`src/rtl/seg_scan_mux.sv`:
```
`default_nettype none
// ============================================================================
// seg_scan_mux : multiplexed 7-segment digit scanner with frame snapshot,
//                anti-ghost blanking and leading-zero suppression. Rev 1.0
// ============================================================================
module seg_scan_mux #(
    parameter int DIGITS    = 4,
    parameter int CLK_DIV   = 50000,
    parameter int BLANK_CYC = 500
) (
    input  logic                  clk,
    input  logic                  rst_n,
    input  logic                  en,
    input  logic [4*DIGITS-1:0]   data,
    input  logic [DIGITS-1:0]     dp_in,
    input  logic                  lz_en,
    output logic [3:0]            nibble,
    output logic [DIGITS-1:0]     digit_sel,
    output logic                  seg_blank,
    output logic                  dp,
    output logic                  frame_tick
);

    localparam int CW = (CLK_DIV > 1) ? $clog2(CLK_DIV) : 1;
    localparam int IW = (DIGITS > 1) ? $clog2(DIGITS) : 1;
    localparam logic [CW-1:0] C_CNT_MAX = CW'(CLK_DIV - 1);
    localparam logic [IW-1:0] C_IDX_MAX = IW'(DIGITS - 1);

    logic [CW-1:0]          r_cnt;
    logic [IW-1:0]          r_idx;
    logic [4*DIGITS-1:0]    r_snap;
    logic [DIGITS-1:0]      r_snap_dp;

    logic [CW-1:0]          w_cnt_nx;
    logic [IW-1:0]          w_idx_nx;
    logic [4*DIGITS-1:0]    w_snap_nx;
    logic [DIGITS-1:0]      w_snap_dp_nx;
    logic                   w_wrap;
    logic                   w_in_blank;
    logic [3:0]             w_nibble;
    logic [DIGITS-1:0]      w_sel;
    logic                   w_dp;
    logic                   w_lz_hide;
    logic                   w_upper_zero;

    // Next state while scanning; the idle/reset path is handled in the register block.
    always_comb begin
        w_cnt_nx     = r_cnt + 1'b1;
        w_idx_nx     = r_idx;
        w_snap_nx    = r_snap;
        w_snap_dp_nx = r_snap_dp;
        w_wrap       = 1'b0;
        if (r_cnt == C_CNT_MAX) begin
            w_cnt_nx = '0;
            if (r_idx == C_IDX_MAX) begin
                w_idx_nx     = '0;
                w_wrap       = 1'b1;
                w_snap_nx    = data;
                w_snap_dp_nx = dp_in;
            end else begin
                w_idx_nx = r_idx + 1'b1;
            end
        end
    end

    generate
        if (BLANK_CYC == 0) begin : g_no_blank
            assign w_in_blank = 1'b0;
        end else begin : g_blank
            assign w_in_blank = (w_cnt_nx < CW'(BLANK_CYC));
        end
    endgenerate

    // Decode from post-edge state; the downward walk tracks "nibbles i..top all zero".
    always_comb begin
        w_nibble     = 4'h0;
        w_sel        = '0;
        w_dp         = 1'b0;
        w_lz_hide    = 1'b0;
        w_upper_zero = 1'b1;
        for (int i = DIGITS - 1; i >= 0; i--) begin
            if (w_snap_nx[4*i +: 4] != 4'h0) begin
                w_upper_zero = 1'b0;
            end
            if (int'(w_idx_nx) == i) begin
                w_nibble  = w_snap_nx[4*i +: 4];
                w_sel[i]  = ~w_in_blank;
                w_dp      = w_snap_dp_nx[i] & ~w_in_blank;
                w_lz_hide = lz_en & (i != 0) & w_upper_zero;
            end
        end
    end

    always_ff @(posedge clk) begin
        if (!rst_n || !en) begin
            r_cnt      <= '0;
            r_idx      <= '0;
            r_snap     <= data;
            r_snap_dp  <= dp_in;
            nibble     <= 4'h0;
            digit_sel  <= '0;
            seg_blank  <= 1'b1;
            dp         <= 1'b0;
            frame_tick <= 1'b0;
        end else begin
            r_cnt      <= w_cnt_nx;
            r_idx      <= w_idx_nx;
            r_snap     <= w_snap_nx;
            r_snap_dp  <= w_snap_dp_nx;
            nibble     <= w_nibble;
            digit_sel  <= w_sel;
            seg_blank  <= w_in_blank | w_lz_hide;
            dp         <= w_dp;
            frame_tick <= w_wrap;
        end
    end

endmodule
`default_nettype wire

```
`config.mk`:
```
export PLATFORM = sky130hd
export DESIGN_NAME = seg_scan_mux
export DESIGN_NICKNAME = d
export VERILOG_FILES = /design/src/rtl/seg_scan_mux.sv
export SDC_FILE = /design/constraint.sdc
export NUM_CORES = 1
export LEC_CHECK = 0
export CORE_MARGIN = 2
export CORE_UTILIZATION = 28
export CTS_CLUSTER_DIAMETER = 150
export CTS_CLUSTER_SIZE = 16
export DETAILED_ROUTE_END_ITERATION = 16
export SLEW_MARGIN = 30
export SYNTH_ARGS = -nofsm -noshare
export SYNTH_HDL_FRONTEND = slang
export SYNTH_SLANG_ARGS = --single-unit
```
`constraint.sdc`:
```
create_clock -name clk -period 3.05 [get_ports clk]
set_input_delay 0.61 -clock clk [delete_from_list [all_inputs] [get_ports clk]]
set_output_delay 0.61 -clock clk [all_outputs]
set_load 0.01 [all_outputs]
```
==> flow_metrics.env <==
export IMPL_dr_pass1_iters=4
export IMPL_hold_start="r_snap_dp[1]$_DFF_P_"
export IMPL_clock_skew_ns=0.00844
export IMPL_synthSimpleGateAreaFrac_pct=22.8
export IMPL_synthAdderAreaFrac_pct=0.985
export IMPL_vias_per_cell=5.14
export IMPL_async_reset_ff_share_pct=0
export IMPL_dieWidth_um=99.3
export IMPL_rsz0062_at_grt="no"
export IMPL_cts_buffers_inserted=5
export IMPL_tns_ns=0
export IMPL_holdWs_ns=0.459
export IMPL_synth_mux_area_share_pct=17.3
export IMPL_clock_sink_count=49
export IMPL_drtIter0Drc=131
export IMPL_criticalPathCategory="register to register"
export IMPL_io_buffers=34
export IMPL_critPathBufInv=0
export IMPL_netlist_instances=272
export IMPL_drc=0
export IMPL_critPathMaxFanout=17
export IMPL_postCtsSetupBuffers=0
export IMPL_p_leak_nw=1.04
export IMPL_synth_warnings=0
export IMPL_r2r_cells=6
export IMPL_layout_nets=325
export IMPL_rows=34
export IMPL_placed_area_um2=2970
export IMPL_postRouteAntennaNets=0
export IMPL_dieHeight_um=99.3
export IMPL_avgSynthCellArea_um2=9.34
export IMPL_min_path_type="register to register"
export IMPL_clkTransAtPathRegs_ns=0.09
export IMPL_period_needed_ns=2.46
export IMPL_antenna_found_initial=0
export IMPL_core_area_um2=8760
export IMPL_synth_top_family_by_area="simple AND/OR/NAND/NOR gates"
export IMPL_syn_area_um2=2540
export IMPL_crit_path_end_kind="register"
export IMPL_cts_max_level=2
export IMPL_outcome="completed"
export IMPL_slew_limit_headroom_pct=49.3
export IMPL_cts_root_buffer="clkbuf_8"
export IMPL_ys_ff_latch=49
export IMPL_cp_top_family="adder cells"
export IMPL_postLayoutCellArea_um2=3110
export IMPL_cp_start_kind="register"
export IMPL_yosysSeqAreaShare_pct=38.6
export IMPL_max_freq_mhz=407
export IMPL_hold_end="dp$_SDFF_PP0_"
export IMPL_overflow=0
export IMPL_post_cts_resized=0
export IMPL_worst_pin_slew_ns=0.760
export IMPL_multi_input_area_um2=1480
export IMPL_fill_cells=892
export IMPL_setup_viol=0
export IMPL_drv_cap=0
export IMPL_final_max_slew_viol_count=0
export IMPL_reg2reg_setup_slack_ns=0.59
export IMPL_synthFlopType="dfxtp_1"
export IMPL_gp_congestion=0.830
export IMPL_worstPathRequired_ns=3.24
export IMPL_timing_rr_end="nibble[0]$_SDFF_PP0_"
export IMPL_synth_compound_area_share_pct=12.3
export IMPL_hpwlAfterDp_um=4090
export IMPL_ff_latch_area_um2=981
export IMPL_detail_route_wl_per_cell_um=13.8
export IMPL_dr_total_vias=2098
export IMPL_pin_count=35
export IMPL_start_util_pct=29.0
export IMPL_grt_max_degree=21
export IMPL_clock_path_buffers=2
export IMPL_cp_slowest_cell="ha_1"
export IMPL_crit_arrival_ns=2.65
export IMPL_synth_edf_count=0
export IMPL_drt_wl_total_um=5640
export IMPL_synth_cell_types=52
export IMPL_dieArea_um2=9850
export IMPL_reg2reg_from="r_idx[1]$_SDFF_PP0_"
export IMPL_hold_viol=0
export IMPL_clock_latency_ns=0.30
export IMPL_syn_nets=298
export IMPL_synth_xor_area_share_pct=4.48
export IMPL_pwr_density_cell_nw_per_um2=431
export IMPL_cts_tree="done"
export IMPL_peakVddDrop_mv=0.197
export IMPL_grt_pass1_wl_um=9420
export IMPL_area_growth_syn_to_layout_pct=22.3
export IMPL_grt_use_total_pct=11.7
export IMPL_critPathMaxStageDelay_ns=0.72
export IMPL_holdPathStages=2
export IMPL_finalCritPeriodShare_pct=80.5
export IMPL_crit_chain="ha_1 > mux2_2 > nand3_1 > o21ai_0 > a22oi_1 > a21oi_1"
export IMPL_grt_pass1_vias=1952
export IMPL_drive_gt1_share_pct=13.3
export IMPL_antenna_cells=0
export IMPL_hold_buffers=0
## flip-flops by register name, summed over array words and instances, names as in the netlist
signal / count
r_cnt: 16
r_snap: 16
seg_blank: 1
r_idx: 2
r_snap_dp: 4
dp: 1
digit_sel: 4
frame_tick: 1
nibble: 4
## report_power, final
| part | switching, mW | internal, mW | total [mW] | leakage, nW |
|---|---|---|---|---|
| registers | 0.0221 | 0.667 | 0.689 | 0.403 |
| logic | 0.0411 | 0.0703 | 0.111 | 0.572 |
| clock network | 0.214 | 0.326 | 0.539 | 0.0681 |
## layer usage
layer	GRT usage, %	routed length, um	vias up
met5	0	0	-
met4	4.21	110	0
met3	2.88	284	10
met2	17.0	2450	54
met1	16.8	2800	979
li1	-	-	1055
## cells in the mapped netlist (all sizes together) (2+ instances only)
cell     n  area [um2]
dfxtp   49         981
nor2    29         109
mux2    27         304
nand2   20        77.6
a21oi   13        68.8
buf      9        43.8
mux2i    9        90.1
nor4     9        71.3
o21ai    9        45.0
xnor2    8        70.1
clkbuf   7        26.3
nand3    7        35.0
nand4    6        43.8
nor3     6        30.0
a211oi   5        37.5
xor2     5        43.8
and3     4        25.0
inv      4        15.0
a22oi    3        22.5
a31oi    3        18.8
and2     3        18.8
and4     3        26.3
nor3b    3        22.5
nor4b    3        26.3
or3      3        23.8
a211o    2        17.5
ha       2        25.0
mux4     2        45.0
nand3b   2        15.0
nor2b    2        12.5
nor4bb   2        20.0
## worst min-delay path: cells and delay by family, from the launching register on
kind,cells,cell delay (ns)
flops,1,0.32
simple gates,1,0.05
compound gates,1,0.05
## per-stage QoR
stage               cells  worst slack, ns  power [mW]  util [%]
global route          408            0.408        1.40      35.5
detailed placement    400            0.632       0.816      33.9
floorplan             272             1.11       0.758         -
CTS                   408            0.596        1.36      35.5
finish                408            0.593        1.34      35.5
global placement      400            0.495       0.813      33.8
## cell type report
cell class,count,area share [%]
clock buffer,5,2.22
clock inverter,3,2.09
inverter,5,0.604
multi-input combinational,202,47.7
sequential,49,31.6
tap,108,4.35
timing repair buffer,36,11.4
## logic make-up (layout without fill, tap and decap cells)
logic type / after synthesis / count (layout)
AND/OR/NAND/NOR: 105 / 105
flip-flops: 49 / 49
AO/OA/AOI/OAI: 44 / 44
multiplexers: 38 / 38
buffers and inverters: 21 / 49
XOR/XNOR: 13 / 13
adder cells (fa/ha/maj): 2 / 2
## worst max path at each step
stage	startpoint	end	slack, ns	cells after the start
final	r_idx[1]$_SDFF_PP0_	nibble[0]$_SDFF_PP0_	0.59	6
after CTS	r_idx[1]$_SDFF_PP0_	dp$_SDFF_PP0_	0.60	5
after floorplan	r_cnt[0]$_SDFF_PP0_	r_snap[10]$_DFF_P_	1.11	7
after detailed placement	r_idx[1]$_SDFF_PP0_	dp$_SDFF_PP0_	0.63	5
after global placement	rst_n	r_snap_dp[3]$_DFF_P_	0.49	4
after global routing	r_idx[1]$_SDFF_PP0_	nibble[0]$_SDFF_PP0_	0.41	6
## placed cells by master (no fill, tap or decap), types with 2 or more instances in the layout
| cell type | instances |
|---|---|
| nand2_1 | 19 |
| nor4_1 | 8 |
| nand3_1 | 7 |
| ha_1 | 2 |
| buf_4 | 2 |
| and2_1 | 3 |
| nor4b_1 | 3 |
| a211oi_1 | 5 |
| bufinv_16 | 2 |
| mux2i_1 | 9 |
| a21oi_1 | 11 |
| o21ai_0 | 8 |
| nor2_1 | 29 |
| nor3b_1 | 3 |
| nor2b_1 | 2 |
| mux2_1 | 7 |
| a31oi_1 | 3 |
| mux4_2 | 2 |
| clkdlybuf4s50_1 | 34 |
| nand4_1 | 5 |
| dfxtp_1 | 49 |
| xor2_1 | 5 |
| xnor2_1 | 8 |
| and3_1 | 4 |
| and4_1 | 3 |
| clkbuf_8 | 5 |
| nor3_1 | 6 |
| nor4bb_1 | 2 |
| a211o_1 | 2 |
| nand3b_1 | 2 |
| inv_1 | 4 |
| or3_1 | 2 |
| mux2_2 | 20 |
| a22oi_1 | 3 |
No activity file was read; power rests on OpenSTA's default activity.
